===== src/rtl/serial_cfg_rx.sv =====
// Serial configuration receiver: oversamples sclk/sdin in the i_clk domain and
// decodes 12-bit frames into amplifier/VCO gain and reset control registers.
module serial_cfg_rx #(
    parameter int unsigned SYNC_STAGES  = 2,
    parameter int unsigned SCLK_TIMEOUT = 64
) (
    input  logic       i_clk,
    input  logic       i_resetbAll,
    input  logic       i_sclk,
    input  logic       i_sdin,
    output logic [2:0] o_gainA1,
    output logic [1:0] o_gainA2,
    output logic       o_resetb1,
    output logic       o_resetb2,
    output logic       o_resetbvco1,
    output logic       o_resetbvco2,
    output logic       o_ready,
    output logic       o_frame_err
);

    localparam int unsigned FRAME_W = 12;
    localparam int unsigned CNT_W   = 4;
    localparam int unsigned TO_W    = $clog2(SCLK_TIMEOUT + 1);

    typedef enum logic [1:0] {
        ST_IDLE  = 2'd0,
        ST_SHIFT = 2'd1,
        ST_CHECK = 2'd2
    } state_e;

    logic [SYNC_STAGES-1:0] sclk_sync_q, sclk_sync_d;
    logic [SYNC_STAGES-1:0] sdin_sync_q, sdin_sync_d;
    logic                   sclk_prev_q, sclk_prev_d;
    state_e                 state_q, state_d;
    logic [CNT_W-1:0]       bit_cnt_q, bit_cnt_d;
    logic [FRAME_W-1:0]     shift_q, shift_d;
    logic [TO_W-1:0]        to_cnt_q, to_cnt_d;
    logic [2:0]             gain_a1_q, gain_a1_d;
    logic [1:0]             gain_a2_q, gain_a2_d;
    logic [3:0]             rstb_q, rstb_d;
    logic                   ready_q, ready_d;
    logic                   err_q, err_d;

    logic               sclk_s;
    logic               sdin_s;
    logic               sclk_rise;
    logic               frame_ok;
    logic [FRAME_W-1:0] shift_in;

    // Synchronizers and sclk rising-edge detect
    always_comb begin
        sclk_sync_d = {sclk_sync_q[SYNC_STAGES-2:0], i_sclk};
        sdin_sync_d = {sdin_sync_q[SYNC_STAGES-2:0], i_sdin};
        sclk_s      = sclk_sync_q[SYNC_STAGES-1];
        sdin_s      = sdin_sync_q[SYNC_STAGES-1];
        sclk_prev_d = sclk_s;
        sclk_rise   = sclk_s & ~sclk_prev_q;
        shift_in    = {shift_q[FRAME_W-2:0], sdin_s};
        frame_ok    = (shift_q[11:8] == 4'hA) && !(^shift_q);
    end

    // Frame FSM, timeout and register decode
    always_comb begin
        state_d   = state_q;
        bit_cnt_d = bit_cnt_q;
        shift_d   = shift_q;
        to_cnt_d  = to_cnt_q;
        gain_a1_d = gain_a1_q;
        gain_a2_d = gain_a2_q;
        rstb_d    = rstb_q;
        ready_d   = ready_q;
        err_d     = err_q;

        case (state_q)
            ST_IDLE: begin
                to_cnt_d = '0;
                if (sclk_rise) begin
                    shift_d   = shift_in;
                    bit_cnt_d = CNT_W'(1);
                    state_d   = ST_SHIFT;
                end
            end
            ST_SHIFT: begin
                if (sclk_rise) begin
                    shift_d  = shift_in;
                    to_cnt_d = '0;
                    if (bit_cnt_q == CNT_W'(FRAME_W - 1)) begin
                        bit_cnt_d = '0;
                        state_d   = ST_CHECK;
                    end else begin
                        bit_cnt_d = bit_cnt_q + CNT_W'(1);
                    end
                end else if (to_cnt_q == TO_W'(SCLK_TIMEOUT - 1)) begin
                    err_d     = 1'b1;
                    to_cnt_d  = '0;
                    bit_cnt_d = '0;
                    state_d   = ST_IDLE;
                end else begin
                    to_cnt_d = to_cnt_q + TO_W'(1);
                end
            end
            ST_CHECK: begin
                to_cnt_d = '0;
                if (!frame_ok) begin
                    err_d = 1'b1;
                end else begin
                    case (shift_q[7:6])
                        2'b00: begin
                            gain_a1_d = shift_q[5:3];
                            gain_a2_d = shift_q[2:1];
                            ready_d   = 1'b0;
                        end
                        2'b01: begin
                            rstb_d  = shift_q[4:1];
                            ready_d = 1'b0;
                        end
                        2'b10:   ready_d = 1'b1;
                        default: err_d   = 1'b1;
                    endcase
                end
                // An edge arriving during CHECK is the first bit of the next frame
                if (sclk_rise) begin
                    shift_d   = shift_in;
                    bit_cnt_d = CNT_W'(1);
                    state_d   = ST_SHIFT;
                end else begin
                    bit_cnt_d = '0;
                    state_d   = ST_IDLE;
                end
            end
            default: begin
                state_d   = ST_IDLE;
                bit_cnt_d = '0;
                to_cnt_d  = '0;
            end
        endcase
    end

    always_ff @(posedge i_clk or negedge i_resetbAll) begin
        if (!i_resetbAll) begin
            sclk_sync_q <= '0;
            sdin_sync_q <= '0;
            sclk_prev_q <= 1'b0;
            state_q     <= ST_IDLE;
            bit_cnt_q   <= '0;
            shift_q     <= '0;
            to_cnt_q    <= '0;
            gain_a1_q   <= '0;
            gain_a2_q   <= '0;
            rstb_q      <= '0;
            ready_q     <= 1'b0;
            err_q       <= 1'b0;
        end else begin
            sclk_sync_q <= sclk_sync_d;
            sdin_sync_q <= sdin_sync_d;
            sclk_prev_q <= sclk_prev_d;
            state_q     <= state_d;
            bit_cnt_q   <= bit_cnt_d;
            shift_q     <= shift_d;
            to_cnt_q    <= to_cnt_d;
            gain_a1_q   <= gain_a1_d;
            gain_a2_q   <= gain_a2_d;
            rstb_q      <= rstb_d;
            ready_q     <= ready_d;
            err_q       <= err_d;
        end
    end

    assign o_gainA1     = gain_a1_q;
    assign o_gainA2     = gain_a2_q;
    assign o_resetb1    = rstb_q[0];
    assign o_resetb2    = rstb_q[1];
    assign o_resetbvco1 = rstb_q[2];
    assign o_resetbvco2 = rstb_q[3];
    assign o_ready      = ready_q;
    assign o_frame_err  = err_q;

endmodule


===== config.mk =====
export PLATFORM = sky130hd
export DESIGN_NAME = serial_cfg_rx
export DESIGN_NICKNAME = d
export VERILOG_FILES = /design/src/rtl/serial_cfg_rx.sv
export SDC_FILE = /design/constraint.sdc
export NUM_CORES = 1
export LEC_CHECK = 0
export BUFFER_PORTS_ARGS = -buffer_cell sky130_fd_sc_hd__buf_4
export CAP_MARGIN = 20
export CORE_ASPECT_RATIO = 1.1
export CORE_MARGIN = 2
export CORE_UTILIZATION = 50
export DETAILED_ROUTE_END_ITERATION = 8
export GPL_TIMING_DRIVEN = 1
export PLACE_DENSITY = 0.68
export SETUP_SLACK_MARGIN = 0.15
export SLEW_MARGIN = 10
export SYNTH_ARGS = -nofsm -noshare
export SYNTH_HDL_FRONTEND = slang
export SYNTH_SLANG_ARGS = --single-unit

===== constraint.sdc =====
create_clock -name i_clk -period 4 [get_ports i_clk]
set_clock_uncertainty 0.15 [all_clocks]
set_input_delay 0.8 -clock i_clk [delete_from_list [all_inputs] [get_ports i_clk]]
set_output_delay 0.8 -clock i_clk [all_outputs]
set_load 0.01 [all_outputs]

# Word level (Yosys, flattened, before mapping)
# Cells that the tools add are included.
# Widths: inputs -> output; s select.
# word_totals
regBits,41
latch_bits,0
ramBits,0
romBits,0
inputBits,4
out_inout_bits,11
wordCells,67
memories,0
# classes
add_sub_neg,2
multipliers,0
div,0
order_cmp,0
eq_ne,13
shifts,0
n_mux,21
bitwise_logic,2
n_reduce_logical,17
# ops
operator,count
$mux 7,3
$mux 4,4
$pmux 4 s3,1
$reduce_and 3->1,4
$reduce_xor 12->1,1
$ne 3x3->1 const B,3
$eq 4x4->1 const B,2
$mux 2,4
$add 7x1->7 const B,1
$eq 7x6->1 const B,1
$mux 1,6
$ne 2x2->1 const B,3
$pmux 2 s3,1
$reduce_or 3->1,2
$add 4x1->4 const B,1
$eq 2x1->1 const B,2
$eq 2x2->1 const B,2
$logic_not 2->1,2
$pmux 1 s2,2
$reduce_and 2->1,2
$reduce_and 4->1,1
$reduce_bool 2->1,2
$reduce_or 2->1,1
$and 1x1->1,1
other kinds (3),3

# Logic depth before layout (Yosys ltp)
# logic_depth
ltp_word,5
depth_mapped,7
ltp_nobuf,6

# Least setup slack after synthesis
# OpenSTA, ideal clock, no wires.
# synth_path
kind,flip-flop to flip-flop
start,register shift_q[6]
end,register rstb_q[0]
arrival_ps,1968
required_ps,3725
setup_slack_ps,1757
stages_incl_launch_ff,7
n_path_buf,0
period_less_slack_ps,2243
path_cell_list,dfrtp_1 -> inv_1 -> ha_1 -> xnor2_1 -> xnor3_2 -> mux2_4 -> mux2_4
# synth_between
elab_chain_len,4
elab_cells_between_ends,5
cone_classes,eq/ne (1); reduce/logical (4)
# synth_lines
element,line_no,rtl
"start, declared",36,"logic [FRAME_W-1:0] shift_q, shift_d;"
"start signal, assigned",159,shift_q <= shift_d;
$reduce_xor 12->1,59,frame_ok = (shift_q[11:8] == 4'hA) && !(^shift_q);
$logic_not 1->1,59,
$logic_and 1x1->1,59,
$reduce_and 3->1 (no source line) *,--,
"end signal, assigned",163,rstb_q <= rstb_d;
"end, declared",40,"logic [3:0] rstb_q, rstb_d;"
# Mark *: on every way between the ends. The rest lies on a longest branch, timed or not.
# A chain may end at the register's enable or synchronous reset.

# Final worst setup path
# layout_path
start,register shift_q[6]
end,register rstb_q[2]
# The elaborated chain is that of the path after synthesis.

==> flow_summary.ini <==
[status]
outcome = finished, final reports clean

[finish]
nFillCells = 310
final_cell_area_sq_um = 2130
multiInputGateArea_sq_um = 817
layout.area.seq_sq_um = 1030
area_growth_syn_to_layout_pct = 12.9
stdcell_count = 219
fin_nets = 181
drive_above_1_share = 0.249
final_util = 0.588
num_antenna_cells = 0

[synth]
synth_warnings = 0
yosysSeqAreaShare = 0.543
yosysMostFrequentCell = dfrtp_1
synth_fp_nets = 163
ys_seq_elements = 41
synth_top_area_frac = 0.543
synth.cell_area_sq_um = 1890
synth_edf_count = 0
ys_top_cells_by_area = dfrtp_1 (54%), mux2_2 (7.8%), mux2_4 (5.6%)
yosysTopAreaCell = dfrtp_1
syn-instance-count = 151
synth_common_cells = dfrtp_1 (41), mux2_2 (13), nand2_1 (13)
ys.flop_type = dfrtp_1
async_flop_share = 1.00
avgSynthCellArea_sq_um = 12.5
synth_cell_types = 33

[sta]
finalSetupViolCount = 0
period_share = 0.602
worst_pin_slew_ns = 0.589
slew_headroom = 0.607
final_max_slew_viol_count = 0
hold_viol = 0
fmax_mhz = 415
layout_min_cycle_time_ns = 2.41
setup_tns_ns = 0
rsz0062_at_grt = no

[pwr]
leakagePower_nw = 1.03
intPower_uw = 896
pwr-share-seq = 0.435
p_total_mw = 1.31
p_sw_uw = 414
ir_drop_v = 0.000544
pwr-share-comb = 0.362
clkPwrFrac = 0.203
p_per_area_nw_per_um2 = 615
switching_share = 0.316

[routing]
drtIter0Drc = 46
wirelength_um = 3090
vias = 1145
wl_per_cell_um = 14.1
drc = 0
drtAntennaViolNets = 0
vias_per_cell = 5.23
firstDrtPassIters = 4

[global_route]
track_usage = 0.172
grt_pass1_wl_um = 5400
grt_pass1_vias = 1132
grt_max_degree = 42
grt.overflow.total = 0
antenna_found_initial = 0

[clock_tree]
cts_buffers = 5
ctsHoldBuffers = 0
cts_tree = built
htree_levels = 2
cts_resized = 0
post_cts_buffers = 0
cts_max_path_buffers = 2
clkLatencyLatePin_ns = 0.29
clk_pin_slew_worst_paths_ns = 0.07
root_buffer = clkbuf_8
clock-sinks = 41

[placed_design]
port_buffers = 14
placed_cells = 212
placed_area_sq_um = 2040
dp_hpwl_um = 2180
gp_congestion = 0.793

[floorplanning]
dieArea_sq_um = 4280
die_h_um = 68.5
die_x_um = 62.6
ios = 15
core_area_sq_um = 3630
initial_utilization = 0.521
rows = 23

[setup_path]
cp_slowest_cell = xnor3_2
worstSetupPathType = flip-flop to flip-flop
cp_cell_sequence = inv_1, ha_1, xnor2_1, xnor3_2, mux2_4, mux2_4
slowest_delay_ns = 0.44
r2r_start = shift_q[6]
crit_arrival_ns = 2.43
cp-start-kind = flip-flop
path_max_fanout = 4
end_kind = flip-flop
worstPathRequired_ns = 4.02
crit_path_start = shift_q[6]
cpMostUsedCell = mux2_4

[hold_path]
hp-class = flip-flop to flip-flop
worstHoldStart = sclk_sync_q[0]

[flow_run]
maxCapViolations = 0
## layout make-up
type / instances / share of cell area
sequential: 41 / 0.482
multi-input combinational: 98 / 0.383
timing repair buffer: 14 / 0.0493
clock buffer: 7 / 0.0405
tap: 50 / 0.0294
inverter: 9 / 0.0159
## metrics by stage
stage	setup WS [ns]	hold WS (ns)
final	1.59	0.210
after global routing	1.50	0.227
after CTS	1.58	0.213
after detailed placement	1.62	0.197
after global placement	1.72	0.192
after floorplan	1.76	0.181
## critical path: cells and delay by family, from the launching register on
family | cells | cell delay, ns
flops | 1 | 0.41
mux | 2 | 0.67
fa+ha+maj | 1 | 0.31
buf+inv | 1 | 0.10
xor+xnor | 2 | 0.64
## path summary, 6_finish.rpt
check	to	slack (ns)	cells past startpoint
min	sclk_sync_q[1]	0.21	0
min in group asynchronous	to_cnt_q[3]	0.33	1
max	rstb_q[2]	1.59	6
max reg2reg	rstb_q[2]	1.59	6
max in group asynchronous	shift_q[0]	3.01	1
min reg2reg	sclk_sync_q[1]	0.21	0
## placed cells by master (no fill, tap or decap), types with 2 or more instances in the layout
master and count:
dfrtp_1 41, nor2_1 8, o21ai_0 9, a21oi_1 2, xor2_1 3, nand2_1 13, nand3_1 10, buf_4 14
inv_1 9, clkbuf_8 6, a31oi_1 2, mux2_2 13, xnor2_1 4, nor2b_1 2, mux2_4 7, ha_1 8
## power groups by stage
stage | clock, mW | sequential, mW | combinational, mW
floorplan | 0 | 0.552 | 0.408
global placement | 0 | 0.572 | 0.457
detailed placement | 0 | 0.578 | 0.478
CTS | 0.277 | 0.570 | 0.478
global route | 0.298 | 0.585 | 0.512
finish | 0.266 | 0.570 | 0.474
## state kept, by name (all words and copies together) (netlist names)
| register | count |
|---|---|
| bit_cnt_q | 4 |
| o_frame_err | 1 |
| o_gainA1 | 3 |
| o_gainA2 | 2 |
| o_ready | 1 |
| rstb_q | 4 |
| sclk_prev_q | 1 |
| sclk_sync_q | 2 |
| sdin_sync_q | 2 |
| shift_q | 12 |
| state_q | 2 |
| to_cnt_q | 7 |
## cells by family (layout without fill, tap and decap cells)
| group | Yosys count | after routing | synth area share |
|---|---|---|---|
| xor gates and xnor gates | 10 | 10 | 0.0696 |
| muxes | 22 | 22 | 0.150 |
| AOI/OAI and AO/OA | 18 | 18 | 0.0563 |
| DFF | 41 | 41 | 0.543 |
| and+or+nand+nor | 40 | 40 | 0.103 |
| adders and majority gates | 8 | 8 | 0.0530 |
| buffers and inverters | 12 | 30 | 0.0239 |
## metal layers
metal  wire length, um  up-vias  global-route usage  share of wire
met3               103        7              0.0510          0.033
met1              1450      561               0.212           0.47
met5                 0        -                   0              0
li1                  -      560                   -              -
met4                70        0               0.100          0.023
met2              1460       17               0.273           0.47
No activity file was read; power rests on OpenSTA's default activity.
